[src/rtl/arb_pkg.sv]
// Shared types and helpers for the 4-way round-robin grant arbiter.
// Holds the requester count, the owner-index width, the FSM state type and the search function.
package arb_pkg;

  localparam int N_REQ = 4;
  localparam int ID_W  = 2;

  typedef enum logic {
    IDLE  = 1'b0,
    GRANT = 1'b1
  } state_t;

  // Round-robin search: the first requester found scanning upward from last+1
  // with wrap. Walking the offsets from largest to smallest lets the nearest
  // candidate overwrite the others. Offset N_REQ wraps to last itself, so a
  // lone requester can win again.
  function automatic logic [ID_W-1:0] next_owner(input logic [ID_W-1:0] last,
                                                  input logic [N_REQ-1:0] req);
    logic [ID_W-1:0] idx;
    next_owner = last;
    for (int i = N_REQ; i >= 1; i--) begin
      idx = last + ID_W'(i);
      if (req[idx]) next_owner = idx;
    end
  endfunction

endpackage

[src/rtl/gnt_decode.sv]
// 2-to-4 one-hot decoder for the grant vector.
// The output is 0000 while en is low, so an idle arbiter never drives a stale owner.
module gnt_decode
  import arb_pkg::*;
(
  input  logic            en,
  input  logic [ID_W-1:0] idx,
  output logic [N_REQ-1:0] onehot
);

  always_comb begin
    onehot = '0;
    if (en) onehot[idx] = 1'b1;
  end

endmodule

[src/rtl/rr_decode_arbiter.sv]
// Round-robin arbiter for four requesters, with a hold limit and a one-cycle idle gap between grants.
// The grant is a decode of registered state only, so no path exists from req to any output.
module rr_decode_arbiter
  import arb_pkg::*;
#(
  parameter int HOLD_MAX = 15,
  parameter int CW       = 8
) (
  input  logic             clk,
  input  logic             rst,
  input  logic [N_REQ-1:0] req,
  output logic [N_REQ-1:0] gnt,
  output logic [ID_W-1:0]  gnt_id,
  output logic             gnt_valid,
  output logic             timeout
);

  localparam bit             HOLD_EN   = (HOLD_MAX != 0);
  localparam logic [CW-1:0]  HOLD_LAST = HOLD_EN ? CW'(HOLD_MAX - 1) : '0;

  state_t           state, state_nxt;
  logic [ID_W-1:0]  owner, owner_nxt;
  logic [ID_W-1:0]  last_owner, last_owner_nxt;
  logic [CW-1:0]    hold_cnt, hold_cnt_nxt;
  logic             timeout_nxt;
  logic             own_req;
  logic             hit_limit;
  logic             leave_grant;
  logic             gnt_en;

  assign own_req     = req[owner];
  assign hit_limit   = HOLD_EN && (hold_cnt == HOLD_LAST);
  assign leave_grant = !own_req || hit_limit;

  // State register
  always_ff @(posedge clk or posedge rst) begin
    if (rst) state <= IDLE;
    else     state <= state_nxt;
  end

  // Next-state logic
  always_comb begin
    state_nxt = state;
    case (state)
      IDLE:    if (|req)       state_nxt = GRANT;
      GRANT:   if (leave_grant) state_nxt = IDLE;
      default: state_nxt = IDLE;
    endcase
  end

  // Output decode
  always_comb begin
    gnt_en    = (state == GRANT);
    gnt_valid = gnt_en;
  end

  // Owner, rotation pointer, hold counter and the timeout pulse
  always_comb begin
    owner_nxt      = owner;
    last_owner_nxt = last_owner;
    hold_cnt_nxt   = hold_cnt;
    timeout_nxt    = 1'b0;
    case (state)
      IDLE: begin
        if (|req) begin
          owner_nxt    = next_owner(last_owner, req);
          hold_cnt_nxt = '0;
        end
      end
      GRANT: begin
        if (leave_grant) begin
          last_owner_nxt = owner;
          // The pulse marks only a forced release; an owner that drops on its own is not timed out.
          timeout_nxt    = hit_limit && own_req;
        end else begin
          hold_cnt_nxt = hold_cnt + CW'(1);
        end
      end
      default: ;
    endcase
  end

  always_ff @(posedge clk or posedge rst) begin
    if (rst) begin
      owner      <= '0;
      last_owner <= ID_W'(N_REQ - 1);
      hold_cnt   <= '0;
      timeout    <= 1'b0;
    end else begin
      owner      <= owner_nxt;
      last_owner <= last_owner_nxt;
      hold_cnt   <= hold_cnt_nxt;
      timeout    <= timeout_nxt;
    end
  end

  assign gnt_id = owner;

  gnt_decode u_gnt_decode (
    .en     (gnt_en),
    .idx    (owner),
    .onehot (gnt)
  );

endmodule

[config.mk]
export PLATFORM = sky130hd
export DESIGN_NAME = rr_decode_arbiter
export DESIGN_NICKNAME = d
export VERILOG_FILES = /design/src/rtl/arb_pkg.sv /design/src/rtl/gnt_decode.sv /design/src/rtl/rr_decode_arbiter.sv
export SDC_FILE = /design/constraint.sdc
export NUM_CORES = 1
export LEC_CHECK = 0
export BUFFER_PORTS_ARGS = -buffer_cell sky130_fd_sc_hd__buf_2
export CAP_MARGIN = 40
export CORE_AREA = 3 3 44 54
export CTS_CLUSTER_SIZE = 16
export DETAILED_ROUTE_END_ITERATION = 8
export DIE_AREA = 0 0 47 57
export PLACE_DENSITY_LB_ADDON = 0.15
export SYNTH_ARGS = -nofsm -noshare
export SYNTH_HDL_FRONTEND = slang
export SYNTH_SLANG_ARGS = --single-unit
[constraint.sdc]
create_clock -name clk -period 1.7 [get_ports clk]
set_input_delay 0.17 -clock clk [delete_from_list [all_inputs] [get_ports clk]]
set_output_delay 0.17 -clock clk [all_outputs]
set_load 0.03 [all_outputs]
==> metrics.md, run 1 <==
| Metric | Value |
|---|---|
| Fmax achieved | between 0.5 and 0.6 GHz |
| Initial Util | approximately 50% |
| 1st-iter DRT viols | 19 |
| Setup CP Type | reg2reg |
| Row count | 17 |
| Worst-case clock buffer depth | 2 |
| Top cells by count, synth | dfrtp_1 (12), inv_1 (7), o21ai_0 (7) |
| WP buf/inv | 2 |
| Count of cell types in the netlist | 34 |
| Final hold vios | 0 |
| Post-place setup slack | -0.01552 ns |
| Seq/Total Area, Yosys | about two fifths |
| RSZ-0062 raised after global routing | yes |
| Hold Crit Start | req[2] |
| Total power | roughly 0.0018 W |
| First-pass GRT wire length | between 3 and 4 mm |
| Reg-to-reg slack, setup | roughly 0.0045 ns |
| Mapped Nets | ~110 |
| DRC viols | 0 |
| CTS root buffer | clkbuf_4 |
| Post-synth top area share | 32.74% |
| Avg Cell Area, Syn | around 9.4 µm² |
| Via density | about 6 |
| Gate Count Post-Synth | between 90 and 100 |
| Setup crit end kind | flip-flop |
| Total GRT Usage | approximately 19% |
| Setup TNS | 0 ns |
| RR Endpoint | hold_cnt[4]$_DFFE_PP0P_ |
| Initial antenna violation count | 0 |
| Simple logic cell fraction of the synthesized area | 26.60% |
| Sinks on the clock net | 14 |
| Slew @ Worst Pin | roughly 0.66 ns |
| Area growth, synth to finish | 27.69% |
| Crit-path leading delay family | simple AND/OR/NAND/NOR gates |
| Drt total wl | 2.208 mm |
| Vias | 861 |
| Setup violators final | 0 |
| Port bufs | 13 |
| Vias in the first global route | a little over 800 |
| Die X | 47 µm |
| Post-synth EDFFs | 0 |
| Clock latency on the worst-skew pair | approximately 0.29 ns |
| Largest family of logic cells by synthesized area | simple AND/OR/NAND/NOR gates |
| Relative slew slack | a little under three fifths |
| Cell Area, Synth | ~920 µm² |
| Max FO, Critical Path | 7 |
| RR Startpoint | hold_cnt[0]$_DFFE_PP0P_ |
| Max-Cap Viols | 0 |
| Pwr Density | about 1500 nW/µm² |
| Routed len/inst | 15.02 µm |
| TritonCTS clock tree | built |
| Die height | roughly 57 µm |
| Post-DP HPWL | between 1.5 and 2 mm |
| Final count of pins violating max slew | 0 |
| Final ANT Viol Nets | 0 |
| Number of synthesis warnings | 0 |
| Crit-path cells | inv_2 -> ha_4 -> nand4b_1 -> or3_4 -> buf_6 -> a31o_2 -> a21oi_2 |
| Antenna Cells | 0 |
| Required @ worst endpoint | about 1.9 ns |
| CP max stage delay | 0.42 ns |
| Clock slew at reported path FFs | about 0.09 ns |
| Mux cell area share after synthesis | 9.141% |
| GP Congestion | between 0.7 and 0.8 |
| Setup ws final | 0.004509 ns |
| VDD IR max | ~0.96 mV |
| Final period demand of the worst path | about 1.7 ns |
| Fill count | about 160 |
| Leak | between 0.5 and 0.6 nW |
| Synth area leaders | dfrtp_1 (33%), dfstp_2 (5.7%), nand4_1 (4.1%) |
| Final Cycle Share | between 90% and 100% |
| Xor and xnor fraction of the mapped netlist area | roughly 1.9% |
| Worst Hold End | gnt_id[0]$_DFFE_PP0P_ |
| # IOs | 14 |
| Compound-Gate Fraction of Synth Area | between 10% and 20% |
| Most frequent cell after synthesis | dfrtp_1 |
| Share of layout cells above drive strength 1 | 40.63% |
| Worst setup SP type | flip-flop |
| Total CTS buffers | 3 |
| GRT Residual Overflow | 0 |
| Synth Area in Adders | ~2.7% |
| 1st-pass router iterations | 4 |
| Die area | ~2700 µm² |
| Ys async rst share | 100.0% |
| Worst hold path type | in2reg |
| H-tree levels | 1 |
| WP data arrival | 1.92 ns |
| Finished Core Util | a little over three fifths |
| Hold path cells | 4 |
| FF-to-FF path depth | 7 |
| Synth Register Bits | 14 |
| Core ar. | ~1900 µm² |
| Outcome | complete, no violations |
| Main synth FF type | dfrtp_1 |
| Skew final | 0.003940 ns |
| Cell accounting for the most synthesized area | dfrtp_1 |
| CP max stage cell | or3_4 |
| Nets | 137 |
| Pin count of the biggest net entering global routing | 15 |
[cell type report]
class,count,area [µm²],area share [%]
multi-input cells,74,546.8,46.69
flip-flops and latches,14,352.8,30.13
repair buffers,29,195.2,16.67
clock buffers,4,26.28,2.244
inverters,7,26.28,2.244
well taps,19,23.77,2.030
[worst min-delay path, cell delays in order]
cell and delay, ns:
buf_2 0.13, nor2_1 0.05, a21oi_1 0.14, a31oi_1 0.09
[power by group]
| part | switching, W | leakage (nW) | total, W | internal (W) |
|---|---|---|---|---|
| Clock | 0.000117 | 0.0150 | 0.000208 | 0.0000914 |
| Sequential | 0.000121 | 0.178 | 0.000563 | 0.000443 |
| Combinational | 0.000541 | 0.339 | 0.000992 | 0.000451 |
[worst max path at each step]
stage / startpoint / to / slack, ns / cells past startpoint
after floorplan: gnt_valid$_DFF_PP0_ / last_owner[0]$_DFFE_PP1P_ / 0.01 / 4
after global placement: hold_cnt[7]$_DFFE_PP0P_ / last_owner[1]$_DFFE_PP1P_ / 0.02 / 4
after detailed placement: hold_cnt[0]$_DFFE_PP0P_ / hold_cnt[4]$_DFFE_PP0P_ / -0.02 / 7
after CTS: hold_cnt[7]$_DFFE_PP0P_ / last_owner[1]$_DFFE_PP1P_ / 0.003 / 4
after global routing: hold_cnt[0]$_DFFE_PP0P_ / hold_cnt[5]$_DFFE_PP0P_ / -0.09 / 7
final: hold_cnt[0]$_DFFE_PP0P_ / hold_cnt[4]$_DFFE_PP0P_ / 0.005 / 7
[layout by cell type, fill, tap and decap left out, types with 2 or more instances in the layout]
cell type,instances
a31o_2,4
nor2b_1,5
nand3_1,2
nand4_1,6
dfstp_2,2
nand2b_1,2
o211ai_1,2
mux2i_1,2
and3_1,3
inv_1,6
buf_2,13
o21ai_0,7
clkbuf_4,3
dfrtp_1,12
nand2_1,6
buf_4,13
buf_6,2
xor2_1,2
a21oi_2,3
or3_4,2
mux2_4,2
a21oi_1,3
nor2_1,6
and2_1,3
[sequential cells by signal, summed over array words and instances, names as in the netlist]
register and flops:
hold_cnt 8, gnt_id 2, last_owner 2, gnt_valid 1, timeout 1
[stage by stage]
| step | hold slack, ns | std cells | instance area (µm²) |
|---|---|---|---|
| 2_1_floorplan | 0.05779 | 98 | 917.1 |
| 3_3_place_gp | 0.2391 | 140 | 1082 |
| 3_5_place_dp | 0.2437 | 140 | 1082 |
| 4_1_cts | 0.3033 | 145 | 1126 |
| 5_1_grt | 0.3442 | 147 | 1171 |
| 6_report | 0.3147 | 147 | 1171 |
[cells by family (layout without fill, tap and decap cells)]
kind of cell               count (synthesis)  in the layout
AOI/OAI and AO/OA                         23             23
xor gates and xnor gates                   2              2
adders and majority gates                  2              2
buffers and inverters                     10             40
DFF                                       14             14
muxes                                      6              6
and+or+nand+nor                           41             41
[routing by layer]
metal  up-vias  track usage [%]  part of all wire, %
li1        418                -                    -
met1       415            26.09                   47
met2        21            26.21                   47
met3         7            3.155                  3.4
met4         0            10.28                  3.1
met5         -                0                    0
[what timing repair did]
action                                  4_1_cts  5_1_grt
hold endpoints to repair                     12        0
gates resized for setup                       3        6
hold buffers                                  1        0
buffers inserted                              0        2
gates cloned                                  0        0
pin swaps                                     2        1
endpoints found under the setup margin        5        8
(Power assumes the default switching activity.)
==> run 2: changes to the inputs <==
--- a/constraint.sdc
+++ b/constraint.sdc
@@ -3,2 +3,2 @@
 set_output_delay 0.17 -clock clk [all_outputs]
-set_load 0.03 [all_outputs]
+set_load 0.1 [all_outputs]
==> metrics.md, run 2 (same netlist as run 1, synthesis figures left out) <==
| Metric | Value |
|---|---|
| Dpl cells | 141 |
| Antenna Cells | 0 |
| Most frequent cells in the layout | buf_4 (15), dfrtp_1 (9), buf_2 (9) |
| Total CTS buffers | 3 |
| Hold_ws | between 0.3 and 0.4 ns |
| 1st-pass router iterations | 4 |
| Reg-to-reg slack, setup | -0.04 ns |
| Max-Cap Viols | 0 |
| Vias | around 860 |
| Clock slew at reported path FFs | 0.10 ns |
| FF-to-FF path depth | 6 |
| Port bufs | 13 |
| RR Startpoint | hold_cnt[0]$_DFFE_PP0P_ |
| DRC viols | 0 |
| Initial Util | 49.00% |
| GP Congestion | about 0.82 |
| Worst Hold End | gnt_id[0]$_DFFE_PP0P_ |
| Setup CP Type | reg2reg |
| Total GRT Usage | between 10% and 20% |
| Crit-path cells | inv_2 -> ha_4 -> nand4b_1 -> or3_4 -> and3_4 -> mux2_4 |
| Max reg flops | 8 |
| Die area | about 2700 µm² |
| Hold Crit Start | req[0] |
| Core ar. | approximately 1900 µm² |
| Fmax achieved | roughly 0.58 GHz |
| Fill count | 160 |
| Area growth, synth to finish | 38.06% |
| Post-DP HPWL | ~1.6 mm |
| H-tree levels | 1 |
| Leak | around 0.55 nW |
| Relative slew slack | a little under two thirds |
| Required @ worst endpoint | roughly 1.9 ns |
| Skew final | ~0.012 ns |
| Routed len/inst | 14.72 µm |
| Final ANT Viol Nets | 0 |
| Setup crit end kind | flip-flop |
| Worst setup SP type | flip-flop |
| CP max stage delay | 0.44 ns |
| RR Endpoint | last_owner[1]$_DFFE_PP1P_ |
| Pin count of the biggest net entering global routing | 15 |
| Final hold vios | 0 |
| Share of layout cells above drive strength 1 | a little under half |
| 1st-iter DRT viols | 8 |
| First-pass GRT wire length | 3.981 mm |
| Hold path cells | 4 |
| Final Cycle Share | 102.1% |
| Most common cell after layout, fill and taps aside | buf_4 |
| CP max stage cell | or3_4 |
| Max FO, Critical Path | 4 |
| Final period demand of the worst path | ~1.7 ns |
| Row count | 17 |
| Clock latency on the worst-skew pair | approximately 0.29 ns |
| Pwr Density | ~1900 nW/µm² |
| Nets | 139 |
| Drt total wl | around 2.2 mm |
| Setup ws final | -0.03637 ns |
| Worst-case clock buffer depth | 2 |
| Sinks on the clock net | 14 |
| Post-placement cell area | 1170 µm² |
| Setup violators final | 3 |
| Final count of pins violating max slew | 0 |
| Die height | 57 µm |
| VDD IR max | 1.640 mV |
| Slew @ Worst Pin | between 0.5 and 0.6 ns |
| Outcome | complete, but fails checks |
| Initial antenna violation count | 0 |
| Post-place setup slack | -0.04761 ns |
| CTS root buffer | clkbuf_4 |
| Post-route insts no fill | about 150 |
| Final instance area | about 1300 µm² |
| TritonCTS clock tree | built |
| # IOs | 14 |
| Vias in the first global route | between 900 and 1000 |
| Failing checks | setup timing |
| Register name with the most flops | hold_cnt |
| Via density | ~5.7 |
| WP data arrival | around 2 ns |
| RSZ-0062 raised after global routing | yes |
| Die X | ~47 µm |
| Worst hold path type | in2reg |
| GRT Residual Overflow | 0 |
==> run 2: cell count changes in the layout (fill, tap and decap cells not counted), moves of 2 or more <==
cell and delta:
dfrtp_1 -3, dfrtp_4 +3, buf_4 +2, buf_2 -4, buf_12 +3
==> run 2: repair_timing <==
action / CTS / global route
pin swaps: 1 / 3
resized for setup: 2 / 8
hold buffers: 1 / 0
setup buffers: 1 / 2
endpoints found under the setup margin: 6 / 7
endpoints found under the hold margin: 12 / 0
==> run 2: worst max-delay path, delay by kind of cell (launching register included) <==
family	cells	cell delay, ns
adder cells (fa/ha/maj)	1	0.11
buffers and inverters	1	0.08
flip-flops	1	0.40
multiplexers	1	0.30
AND/OR/NAND/NOR	3	0.77
==> run 2: area by class of cell <==
cell class,instances,area (µm²),share of cell area [%]
clock buffer,4,26.28,2.075
tap,19,23.77,1.877
timing repair buffer,31,257.7,20.36
sequential,14,364.1,28.76
multi-input combinational,74,565.5,44.66
inverter,7,28.78,2.273
==> run 2: how the worst max path moves through the flow <==
stage                                  startpoint                         to
after floorplan             gnt_id[0]$_DFFE_PP0P_    hold_cnt[0]$_DFFE_PP0P_
after global placement    hold_cnt[0]$_DFFE_PP0P_  last_owner[1]$_DFFE_PP1P_
after detailed placement  hold_cnt[0]$_DFFE_PP0P_  last_owner[1]$_DFFE_PP1P_
after CTS                 hold_cnt[0]$_DFFE_PP0P_  last_owner[1]$_DFFE_PP1P_
after global routing      hold_cnt[0]$_DFFE_PP0P_  last_owner[1]$_DFFE_PP1P_
final                     hold_cnt[0]$_DFFE_PP0P_  last_owner[1]$_DFFE_PP1P_
==> run 2: through the flow <==
step / power (W) / util (%) / TNS, ns
2_1_floorplan: 0.001708 / - / -0.3509
3_3_place_gp: 0.002099 / 62.50 / 0
3_5_place_dp: 0.002128 / 62.50 / -0.1167
4_1_cts: 0.002354 / 65.24 / -0.1875
5_1_grt: 0.002522 / 67.65 / -0.4201
6_report: 0.002393 / 67.65 / -0.07113
==> run 2: per-layer routing <==
layer	vias up	wire, µm	GRT usage, %
met1	414	979	25.89
met2	15	1110	32.04
met3	5	59	2.839
met4	0	44	7.115
li1	421	-	-
met5	-	0	0
==> run 2: power breakdown <==
part	total [W]	internal [W]	leakage, nW	switching (W)
combinational	0.00158	0.000588	0.362	0.000995
clock	0.000208	0.0000912	0.0150	0.000117
sequential	0.000602	0.000467	0.176	0.000135
